## src/rtl/dense_layer_engine.sv

```systemverilog
// dense_layer_engine: streaming fully-connected layer,
//   y[o] = act(sat((sum_i x[i]*W[o][i]) >>> WFRAC + b[o]))
// Ports:
//   clk, rst_n                  clock, async active-low reset
//   act_mode                    activation select, latched on the first input beat
//   in_data/in_valid/in_last    input vector stream; in_ready back-pressures it
//   w_addr/w_data               weight ROM (address o*N_IN+i, data ROM_LAT cycles later)
//   b_addr/b_data               bias ROM (address o)
//   out_data/out_valid/out_ready/out_last/out_idx   neuron result stream
//   busy                        vector in flight
//   len_err                     one-cycle pulse on an input length mismatch
module dense_layer_engine #(
  parameter int unsigned N_IN    = 3,
  parameter int unsigned N_OUT   = 9,
  parameter int unsigned DATA_W  = 16,
  parameter int unsigned W_W     = 8,
  parameter int unsigned WFRAC   = 7,
  parameter int unsigned DFRAC   = 8,
  parameter int unsigned ACC_W   = 32,
  parameter int unsigned ROM_LAT = 1,
  localparam int unsigned WA_W   = (N_IN * N_OUT > 1) ? $clog2(N_IN * N_OUT) : 1,
  localparam int unsigned OA_W   = (N_OUT > 1) ? $clog2(N_OUT) : 1
) (
  input  logic              clk,
  input  logic              rst_n,
  input  logic [1:0]        act_mode,
  input  logic [DATA_W-1:0] in_data,
  input  logic              in_valid,
  input  logic              in_last,
  output logic              in_ready,
  output logic [WA_W-1:0]   w_addr,
  input  logic [W_W-1:0]    w_data,
  output logic [OA_W-1:0]   b_addr,
  input  logic [DATA_W-1:0] b_data,
  output logic [DATA_W-1:0] out_data,
  output logic              out_valid,
  input  logic              out_ready,
  output logic              out_last,
  output logic [OA_W-1:0]   out_idx,
  output logic              busy,
  output logic              len_err
);

  localparam int unsigned IA_W   = (N_IN > 1) ? $clog2(N_IN) : 1;
  localparam int unsigned WT_W   = $clog2(ROM_LAT + 1);
  localparam int unsigned PROD_W = DATA_W + W_W;

  localparam logic signed [ACC_W-1:0] SAT_HI = {{(ACC_W-DATA_W+1){1'b0}}, {(DATA_W-1){1'b1}}};
  localparam logic signed [ACC_W-1:0] SAT_LO = {{(ACC_W-DATA_W+1){1'b1}}, {(DATA_W-1){1'b0}}};
  localparam logic signed [DATA_W-1:0] TANH_HI = DATA_W'(1 << DFRAC);
  localparam logic signed [DATA_W-1:0] TANH_LO = -TANH_HI;

  typedef enum logic [3:0] {
    S_IDLE, S_LOAD, S_FETCH, S_WAIT, S_MAC,
    S_BIAS_FETCH, S_BIAS_WAIT, S_BIAS, S_EMIT
  } state_e;

  state_e                   state_q, state_d;
  logic signed [DATA_W-1:0] x_q [N_IN];
  logic signed [DATA_W-1:0] x_d [N_IN];
  logic [IA_W-1:0]          cnt_q, cnt_d;
  logic [IA_W-1:0]          i_q, i_d;
  logic [OA_W-1:0]          o_q, o_d;
  logic [WT_W-1:0]          wait_q, wait_d;
  logic signed [ACC_W-1:0]  acc_q, acc_d;
  logic [1:0]               mode_q, mode_d;
  logic                     in_ready_q, in_ready_d;
  logic [WA_W-1:0]          w_addr_q, w_addr_d;
  logic [OA_W-1:0]          b_addr_q, b_addr_d;
  logic [DATA_W-1:0]        out_data_q, out_data_d;
  logic                     out_valid_q, out_valid_d;
  logic                     out_last_q, out_last_d;
  logic [OA_W-1:0]          out_idx_q, out_idx_d;
  logic                     busy_q, busy_d;
  logic                     len_err_q, len_err_d;

  // MAC product and bias / saturation / activation datapath
  logic signed [PROD_W-1:0] prod;
  logic signed [ACC_W-1:0]  acc_sh;
  logic signed [ACC_W-1:0]  bias_sum;
  logic signed [DATA_W-1:0] sat_v;
  logic signed [DATA_W-1:0] act_v;

  assign prod     = PROD_W'($signed(x_q[i_q])) * PROD_W'($signed(w_data));
  assign acc_sh   = acc_q >>> WFRAC;
  assign bias_sum = acc_sh + ACC_W'($signed(b_data));

  always_comb begin
    if (bias_sum > SAT_HI)      sat_v = {1'b0, {(DATA_W-1){1'b1}}};
    else if (bias_sum < SAT_LO) sat_v = {1'b1, {(DATA_W-1){1'b0}}};
    else                        sat_v = bias_sum[DATA_W-1:0];
  end

  always_comb begin
    case (mode_q)
      2'd0:    act_v = sat_v;
      2'd1:    act_v = sat_v[DATA_W-1] ? {DATA_W{1'b0}} : sat_v;
      2'd2:    act_v = sat_v[DATA_W-1] ? (sat_v >>> 3) : sat_v;
      default: act_v = (sat_v > TANH_HI) ? TANH_HI :
                       ((sat_v < TANH_LO) ? TANH_LO : sat_v);
    endcase
  end

  // State and datapath registers
  always_ff @(posedge clk or negedge rst_n) begin
    if (!rst_n) begin
      state_q     <= S_IDLE;
      x_q         <= '{default: '0};
      cnt_q       <= '0;
      i_q         <= '0;
      o_q         <= '0;
      wait_q      <= '0;
      acc_q       <= '0;
      mode_q      <= '0;
      in_ready_q  <= 1'b1;
      w_addr_q    <= '0;
      b_addr_q    <= '0;
      out_data_q  <= '0;
      out_valid_q <= 1'b0;
      out_last_q  <= 1'b0;
      out_idx_q   <= '0;
      busy_q      <= 1'b0;
      len_err_q   <= 1'b0;
    end else begin
      state_q     <= state_d;
      x_q         <= x_d;
      cnt_q       <= cnt_d;
      i_q         <= i_d;
      o_q         <= o_d;
      wait_q      <= wait_d;
      acc_q       <= acc_d;
      mode_q      <= mode_d;
      in_ready_q  <= in_ready_d;
      w_addr_q    <= w_addr_d;
      b_addr_q    <= b_addr_d;
      out_data_q  <= out_data_d;
      out_valid_q <= out_valid_d;
      out_last_q  <= out_last_d;
      out_idx_q   <= out_idx_d;
      busy_q      <= busy_d;
      len_err_q   <= len_err_d;
    end
  end

  // Next-state and registered-output logic
  always_comb begin
    state_d     = state_q;
    x_d         = x_q;
    cnt_d       = cnt_q;
    i_d         = i_q;
    o_d         = o_q;
    wait_d      = wait_q;
    acc_d       = acc_q;
    mode_d      = mode_q;
    in_ready_d  = in_ready_q;
    w_addr_d    = w_addr_q;
    b_addr_d    = b_addr_q;
    out_data_d  = out_data_q;
    out_valid_d = out_valid_q;
    out_last_d  = out_last_q;
    out_idx_d   = out_idx_q;
    busy_d      = busy_q;
    len_err_d   = 1'b0;

    case (state_q)
      S_IDLE, S_LOAD: begin
        if (in_valid && in_ready_q) begin
          x_d[cnt_q] = in_data;
          if (state_q == S_IDLE) begin
            mode_d = act_mode;
            busy_d = 1'b1;
          end
          if (cnt_q == IA_W'(N_IN - 1)) begin
            // Full vector: a missing in_last is flagged but the vector is kept
            len_err_d  = !in_last;
            in_ready_d = 1'b0;
            cnt_d      = '0;
            o_d        = '0;
            i_d        = '0;
            acc_d      = '0;
            state_d    = S_FETCH;
          end else if (in_last) begin
            // Short vector: drop it and wait for a fresh one
            len_err_d = 1'b1;
            cnt_d     = '0;
            busy_d    = 1'b0;
            state_d   = S_IDLE;
          end else begin
            cnt_d   = cnt_q + IA_W'(1);
            state_d = S_LOAD;
          end
        end
      end

      S_FETCH: begin
        w_addr_d = WA_W'(32'(o_q) * N_IN + 32'(i_q));
        if (ROM_LAT > 1) begin
          wait_d  = WT_W'(ROM_LAT - 1);
          state_d = S_WAIT;
        end else begin
          state_d = S_MAC;
        end
      end

      S_WAIT: begin
        wait_d = wait_q - WT_W'(1);
        if (wait_q == WT_W'(1)) state_d = S_MAC;
      end

      S_MAC: begin
        acc_d = acc_q + ACC_W'(prod);
        if (i_q == IA_W'(N_IN - 1)) begin
          state_d = S_BIAS_FETCH;
        end else begin
          i_d     = i_q + IA_W'(1);
          state_d = S_FETCH;
        end
      end

      S_BIAS_FETCH: begin
        b_addr_d = o_q;
        if (ROM_LAT > 1) begin
          wait_d  = WT_W'(ROM_LAT - 1);
          state_d = S_BIAS_WAIT;
        end else begin
          state_d = S_BIAS;
        end
      end

      S_BIAS_WAIT: begin
        wait_d = wait_q - WT_W'(1);
        if (wait_q == WT_W'(1)) state_d = S_BIAS;
      end

      S_BIAS: begin
        out_data_d  = act_v;
        out_valid_d = 1'b1;
        out_idx_d   = o_q;
        out_last_d  = (o_q == OA_W'(N_OUT - 1));
        state_d     = S_EMIT;
      end

      S_EMIT: begin
        // Everything holds until the downstream stage takes the result
        if (out_ready) begin
          out_valid_d = 1'b0;
          out_last_d  = 1'b0;
          if (o_q == OA_W'(N_OUT - 1)) begin
            busy_d     = 1'b0;
            in_ready_d = 1'b1;
            state_d    = S_IDLE;
          end else begin
            o_d     = o_q + OA_W'(1);
            i_d     = '0;
            acc_d   = '0;
            state_d = S_FETCH;
          end
        end
      end

      default: state_d = S_IDLE;
    endcase
  end

  assign in_ready  = in_ready_q;
  assign w_addr    = w_addr_q;
  assign b_addr    = b_addr_q;
  assign out_data  = out_data_q;
  assign out_valid = out_valid_q;
  assign out_last  = out_last_q;
  assign out_idx   = out_idx_q;
  assign busy      = busy_q;
  assign len_err   = len_err_q;

endmodule

```

## config.mk

```make
export PLATFORM = sky130hd
export DESIGN_NAME = dense_layer_engine
export DESIGN_NICKNAME = d
export VERILOG_FILES = /design/src/rtl/dense_layer_engine.sv
export SDC_FILE = /design/constraint.sdc
export NUM_CORES = 1
export LEC_CHECK = 0
export ABC_CLOCK_PERIOD_IN_PS = 11300
export CAP_MARGIN = 30
export CELL_PAD_IN_SITES_DETAIL_PLACEMENT = 0
export CELL_PAD_IN_SITES_GLOBAL_PLACEMENT = 1
export CORE_ASPECT_RATIO = 0.75
export CORE_UTILIZATION = 40
export DETAILED_ROUTE_END_ITERATION = 8
export PLACE_DENSITY_LB_ADDON = 0.08
export SLEW_MARGIN = 10
export SYNTH_ARGS = -nofsm -noshare
export SYNTH_HDL_FRONTEND = slang
export SYNTH_SLANG_ARGS = --single-unit
export TNS_END_PERCENT = 10
```

## constraint.sdc

```tcl
create_clock -name clk -period 11.3 [get_ports clk]
set_input_delay 2.26 -clock clk [delete_from_list [all_inputs] [get_ports clk]]
set_output_delay 2.26 -clock clk [all_outputs]
set_load 0.02 [all_outputs]
```

==> impl_metrics.json, run 1 <==
{
  "hp-start": "out_valid$_DFFE_PN0P_",
  "fmax_mhz": 117,
  "io_buffers": 80,
  "syn_nets": 1812,
  "r2r_cells": 23,
  "yosysTopAreaCell": "fa_1",
  "critPathBufInv": 4,
  "grt_pass1_vias": 10442,
  "grtUsageTotal": 0.208,
  "fin_util": 0.463,
  "cp-end-kind": "register",
  "worst_slew_pin_slew_ns": 1.02,
  "crit_path_start_kind": "input port",
  "fillers": 3320,
  "vias_per_cell": 5.22,
  "maxCapViolCount": 0,
  "cts_inserted_buffers": 17,
  "synth_cell_type_count": 73,
  "dp_hpwl_um": 28300,
  "holdPathStages": 2,
  "cts.sinks": 129,
  "cpMostUsedCell": "fa_1",
  "routed_wl_um": 35400,
  "drive_gt1_frac": 0.0772,
  "peakVddDrop_uv": 95.0,
  "critical_path_class": "in2reg",
  "synth_top_area_share": 0.232,
  "root_buffer": "clkbuf_16",
  "synth_edf_count": 0,
  "slowest_delay_ns": 0.88,
  "cp_max_fo": 16,
  "initial_core_util": 0.406,
  "p_leak_nw": 7.84,
  "hold_buffers": 0,
  "mappedNetlistArea_sq_um": 14100,
  "clockBufferDepth": 2,
  "cts_setup_buffers": 0,
  "grt_max_degree": 74,
  "die_w_um": 219,
  "htreeDepth": 4,
  "synth_ff_type": "dfrtp_1",
  "crit_arrival_ns": 8.89,
  "clk_pin_slew_ns": 0.07,
  "rsz0062_at_grt": "no",
  "cts_tree": "yes",
  "ys_seq_area_frac": 0.230,
  "finalCriticalPeriod_ns": 8.55,
  "maxSlewHeadroom": 0.323,
  "die_h_um": 164,
  "async_flop_share": 1.00,
  "required_ns": 11.63,
  "hold_path.class": "reg2reg",
  "insertion_delay_ns": 0.45,
  "status": "completed",
  "hold_end": "out_valid$_DFFE_PN0P_",
  "diodes": 0,
  "drc": 0,
  "finalWeightedCongestion": 0.850,
  "holdWs_ns": 0.482,
  "syn_inst": 1493,
  "drt-initial-drc-count": 606,
  "rows": 59,
  "overflow": 0,
  "r2r-end": "acc_q[29]$_DFFE_PN0P_",
  "fin_skew_ns": 0.0152,
  "antenna_found_initial": 0,
  "antenna_left": 0,
  "final.setup.tns_ns": 0,
  "fin_nets": 1875,
  "finalCritPeriodShare": 0.757,
  "drv_slew": 0,
  "reg2reg_from": "i_q[1]$_DFFE_PN0P_",
  "layout-area-overhead-vs-synth_pct": 13.9,
  "reg2reg_setup_slack_ns": 4.08,
  "drtPass1Iterations": 5,
  "grt_pass1_wl_um": 57900,
  "core-area_sq_um": 34600,
  "cpLargestDelayFamily": "adder cells",
  "worst_path_max_delay_cell": "clkdlybuf4s50_1",
  "vias": 10571,
  "synth_area_leaders": "fa_1 23%, dfrtp_1 23%, ha_1 9.7%, inv_1 5.8%, mux2_2 4.6%",
  "netlist_top_cells_count": "219 x inv_1, 163 x fa_1, 146 x nand2_1",
  "hold_viol_final": 0,
  "io_pins": 81,
  "finalSetupViolCount": 0,
  "synth_warnings": 0,
  "crit_chain": "clkdlybuf4s50_1 > nand2_1 > fa_1 > inv_1 > fa_1 > inv_1 > fa_1 > inv_1 > fa_1 > ha_1 > ha_1 > a21o_1 > a21o_1 > a21oi_1 > nor2b_1 > a41oi_1 > nand2_1 > a21o_1 > o21ba_2 > or2_2 > a32o_1",
  "yosysMostFrequentCell": "inv_1",
  "wl_per_cell_um": 17.5,
  "ys_ff_latch": 129,
  "die-area_sq_um": 35900,
  "p_per_area_nw_per_um2": 188,
  "syn_area_per_cell_sq_um": 9.42,
  "cts_resized": 0
}
## state kept, by name (all words and copies together), names as in the netlist
signal and flops:
out_valid 1, x_q 48, in_ready 1, out_idx 4, b_addr 4, mode_q 2, len_err 1, wait_q 1
busy 1, i_q 2, acc_q 32, out_data 16, out_last 1, state_q 4, w_addr 5, o_q 4
cnt_q 2
## layout by cell type (no fill, tap or decap), types with 9 or more instances in the layout
cell | netlist | routed
and2_1 | 83 | 83
nand2_1 | 146 | 146
nand3_1 | 20 | 20
or3_1 | 9 | 9
fa_1 | 163 | 163
nand2b_1 | 20 | 20
mux2_2 | 58 | 58
xnor2_1 | 29 | 29
inv_1 | 219 | 219
nor2b_1 | 12 | 12
nand4_1 | 11 | 11
mux2i_1 | 18 | 18
and3_1 | 9 | 9
ha_1 | 109 | 109
clkdlybuf4s50_1 | 0 | 79
a21oi_1 | 60 | 60
o21ai_0 | 66 | 66
o21ai_1 | 18 | 18
o31ai_1 | 9 | 9
a22o_1 | 10 | 10
clkbuf_16 | 0 | 17
dfrtp_1 | 128 | 128
a211oi_1 | 10 | 10
a31oi_1 | 9 | 9
nor2_1 | 71 | 71
nor3_1 | 13 | 13
xor2_1 | 20 | 20
a21o_1 | 21 | 21
## worst max-delay path by stage
stage,start,cells after the start,end
6_report,w_data[0],21,acc_q[29]$_DFFE_PN0P_
5_1_grt,w_data[0],22,acc_q[30]$_DFFE_PN0P_
4_1_cts,w_data[1],20,acc_q[29]$_DFFE_PN0P_
3_5_place_dp,w_data[1],20,acc_q[29]$_DFFE_PN0P_
3_3_place_gp,w_data[1],20,acc_q[29]$_DFFE_PN0P_
2_1_floorplan,w_data[1],20,acc_q[29]$_DFFE_PN0P_
## power breakdown
group / internal, mW / switching [mW]
clock: 0.359 / 0.226
combinational: 0.717 / 1.08
sequential: 0.537 / 0.0857
## layout make-up
| type | instances | area [sq um] | area share |
|---|---|---|---|
| clock buffer | 20 | 457 | 0.0285 |
| clock inverter | 11 | 153 | 0.00953 |
| sequential | 129 | 3230 | 0.202 |
| inverter | 220 | 826 | 0.0516 |
| timing repair buffer | 91 | 957 | 0.0598 |
| tap | 457 | 572 | 0.0357 |
| multi-input combinational | 1097 | 9830 | 0.613 |
## worst reg2reg max path, delay by kind of cell (launching register included)
| family | cells | cell delay [ns] |
|---|---|---|
| adder cells (fa/ha/maj) | 6 | 2.85 |
| AO/OA/AOI/OAI | 8 | 2.05 |
| AND/OR/NAND/NOR | 4 | 1.22 |
| buffers and inverters | 4 | 0.50 |
| flip-flops | 1 | 0.32 |
| multiplexers | 1 | 0.16 |
## kinds of logic after synthesis
kind of cell               Yosys count  share of synthesized area
xor gates and xnor gates            49                     0.0305
adders and majority gates          273                      0.330
buffers and inverters              267                     0.0724
DFF                                129                      0.230
muxes                               76                     0.0592
and+or+nand+nor                    415                      0.146
AOI/OAI and AO/OA                  284                      0.133
## per-stage QoR
step | instances | setup WS (ns) | cell area [sq um] | power, mW
floorplan | 1493 | 3.60 | 14100 | 1.94
global placement | 1989 | 2.15 | 15300 | 2.42
detailed placement | 1989 | 2.10 | 15300 | 2.41
CTS | 2020 | 2.55 | 15900 | 3.03
global route | 2025 | 2.28 | 16000 | 3.29
finish | 2025 | 2.75 | 16000 | 3.01
## metal layers
layer	track usage	vias to the layer above	routed length, um
met1	0.322	5306	18400
li1	-	5102	-
met2	0.306	142	15600
met3	0.0313	21	1010
met5	0	-	0
met4	0.0378	0	289
No activity file was read; power rests on OpenSTA's default activity.
==> inputs of run 2 (changes only) <==
--- a/config.mk
+++ b/config.mk
@@ -5,7 +5,7 @@
 export SDC_FILE = /design/constraint.sdc
 export NUM_CORES = 1
 export LEC_CHECK = 0
-export ABC_CLOCK_PERIOD_IN_PS = 11300
+export ABC_CLOCK_PERIOD_IN_PS = 8700
 export CAP_MARGIN = 30
 export CELL_PAD_IN_SITES_DETAIL_PLACEMENT = 0
 export CELL_PAD_IN_SITES_GLOBAL_PLACEMENT = 1
==> constraint.sdc (replaced) <==
create_clock -name clk -period 8.7 [get_ports clk]
set_input_delay 1.74 -clock clk [delete_from_list [all_inputs] [get_ports clk]]
set_output_delay 1.74 -clock clk [all_outputs]
set_load 0.02 [all_outputs]
==> impl_metrics.json, run 2 (same netlist as run 1, synthesis figures left out) <==
{
  "status": "completed",
  "htreeDepth": 4,
  "drc": 0,
  "placed_area_sq_um": 15400,
  "vias": 10672,
  "multi_input_area_sq_um": 9830,
  "holdWs_ns": 0.480,
  "insertion_delay_ns": 0.44,
  "p_clk_frac": 0.199,
  "combPwrFrac": 0.590,
  "io_pins": 81,
  "final.setup.tns_ns": 0,
  "p_leak_nw": 7.88,
  "drv_slew": 0,
  "drtPass1Iterations": 5,
  "cts.sinks": 129,
  "cts_resized": 0,
  "layout-area-overhead-vs-synth_pct": 14.2,
  "drive_gt1_frac": 0.0825,
  "swShare": 0.466,
  "finish.instance_area_sq_um": 16100,
  "layout_setup_ws_ns": 0.958,
  "maxSlewHeadroom": 0.384,
  "p_per_area_nw_per_um2": 244,
  "clk_pin_slew_ns": 0.07,
  "finalWeightedCongestion": 0.850,
  "cts_setup_buffers": 0,
  "cp-end-kind": "register",
  "cp_max_fo": 16,
  "core-area_sq_um": 34600,
  "fmax_mhz": 129,
  "grt_pass1_vias": 10568,
  "peakVddDrop_uv": 160,
  "required_ns": 9.03,
  "diodes": 0,
  "rsz0062_at_grt": "no",
  "hold_buffers": 0,
  "largest-register": "x_q",
  "cts_inserted_buffers": 17,
  "crit_arrival_ns": 8.07,
  "hold_viol_final": 0,
  "largest_register_ffs": 48,
  "finalCriticalPeriod_ns": 7.74,
  "dp_hpwl_um": 28800,
  "maxCapViolCount": 0,
  "drt-initial-drc-count": 664,
  "hold_path.class": "reg2reg",
  "placedCellCount": 1997,
  "final_common_cell": "inv_1",
  "p_int_mw": 2.10,
  "fin_cells": 2032,
  "total_power_mw": 3.93,
  "overflow": 0,
  "clockBufferDepth": 2,
  "layout_common_cells": "219 x inv_1, 163 x fa_1, 146 x nand2_1",
  "critical_path_class": "in2reg",
  "worst_slew_pin_slew_ns": 0.914,
  "p_sw_mw": 1.83,
  "fin_skew_ns": 0.0125,
  "grtUsageTotal": 0.210,
  "antenna_found_initial": 0,
  "fin_util": 0.464,
  "fin_nets": 1881,
  "root_buffer": "clkbuf_16",
  "die-area_sq_um": 35900,
  "routed_wl_um": 35500,
  "crit_path_start_kind": "input port",
  "cts_tree": "yes",
  "antenna_left": 0,
  "io_buffers": 80,
  "initial_core_util": 0.406,
  "wl_per_cell_um": 17.5,
  "pwr-share-seq": 0.211,
  "vias_per_cell": 5.25,
  "finalSetupViolCount": 0,
  "rows": 59,
  "finalCritPeriodShare": 0.890,
  "seqCellArea_sq_um": 3230,
  "pre_cts_slack_ns": 0.584,
  "fillers": 3373,
  "grt_pass1_wl_um": 58300,
  "grt_max_degree": 72,
  "die_h_um": 164,
  "die_w_um": 219
}
## run 2: path summary, 6_finish.rpt
| kind | startpoint | end | slack, ns | cells past startpoint |
|---|---|---|---|---|
| max | w_data[4] | acc_q[29]$_DFFE_PN0P_ | 0.96 | 19 |
| min | out_valid$_DFFE_PN0P_ | out_valid$_DFFE_PN0P_ | 0.48 | 2 |
| max reg2reg | i_q[0]$_DFFE_PN0P_ | acc_q[29]$_DFFE_PN0P_ | 1.40 | 22 |
| min reg2reg | out_valid$_DFFE_PN0P_ | out_valid$_DFFE_PN0P_ | 0.48 | 2 |
| max in group asynchronous | rst_n | x_q[32]$_DFFE_PN0P_ | 6.35 | 3 |
| min in group asynchronous | rst_n | out_data[9]$_DFFE_PN0P_ | 1.27 | 1 |
## run 2: power groups by stage
stage | combinational (mW) | clock, mW | sequential (mW)
2_1_floorplan | 1.71 | 0 | 0.800
3_3_place_gp | 2.31 | 0 | 0.846
3_5_place_dp | 2.30 | 0 | 0.845
4_1_cts | 2.32 | 0.805 | 0.835
5_1_grt | 2.63 | 0.830 | 0.845
6_report | 2.32 | 0.780 | 0.829
## run 2: area by class of cell
type	instances	area share
Inverter	220	0.0514
Sequential cell	129	0.201
Timing Repair Buffer	97	0.0608
Clock inverter	14	0.0121
Tap cell	457	0.0356
Multi-Input combinational cell	1097	0.612
Clock buffer	18	0.0273
## run 2: worst max-delay path, stage by stage
cell and delay (ns):
clkdlybuf4s50_1 0.70, and2_1 0.30, fa_1 0.53, inv_1 0.05
fa_1 0.47, inv_1 0.06, fa_1 0.52, fa_1 0.58
fa_1 0.42, ha_1 0.35, a2111oi_0 0.45, buf_4 0.21
o211ai_1 0.21, a41oi_1 0.37, nand2_1 0.18, a21o_1 0.21
o21ba_2 0.21, or2_2 0.26, a32o_1 0.25
## run 2: metal layers
layer	part of all wire	global-route usage
met2	0.44	0.309
met4	0.010	0.0420
met1	0.51	0.321
met3	0.040	0.0374
met5	0	0
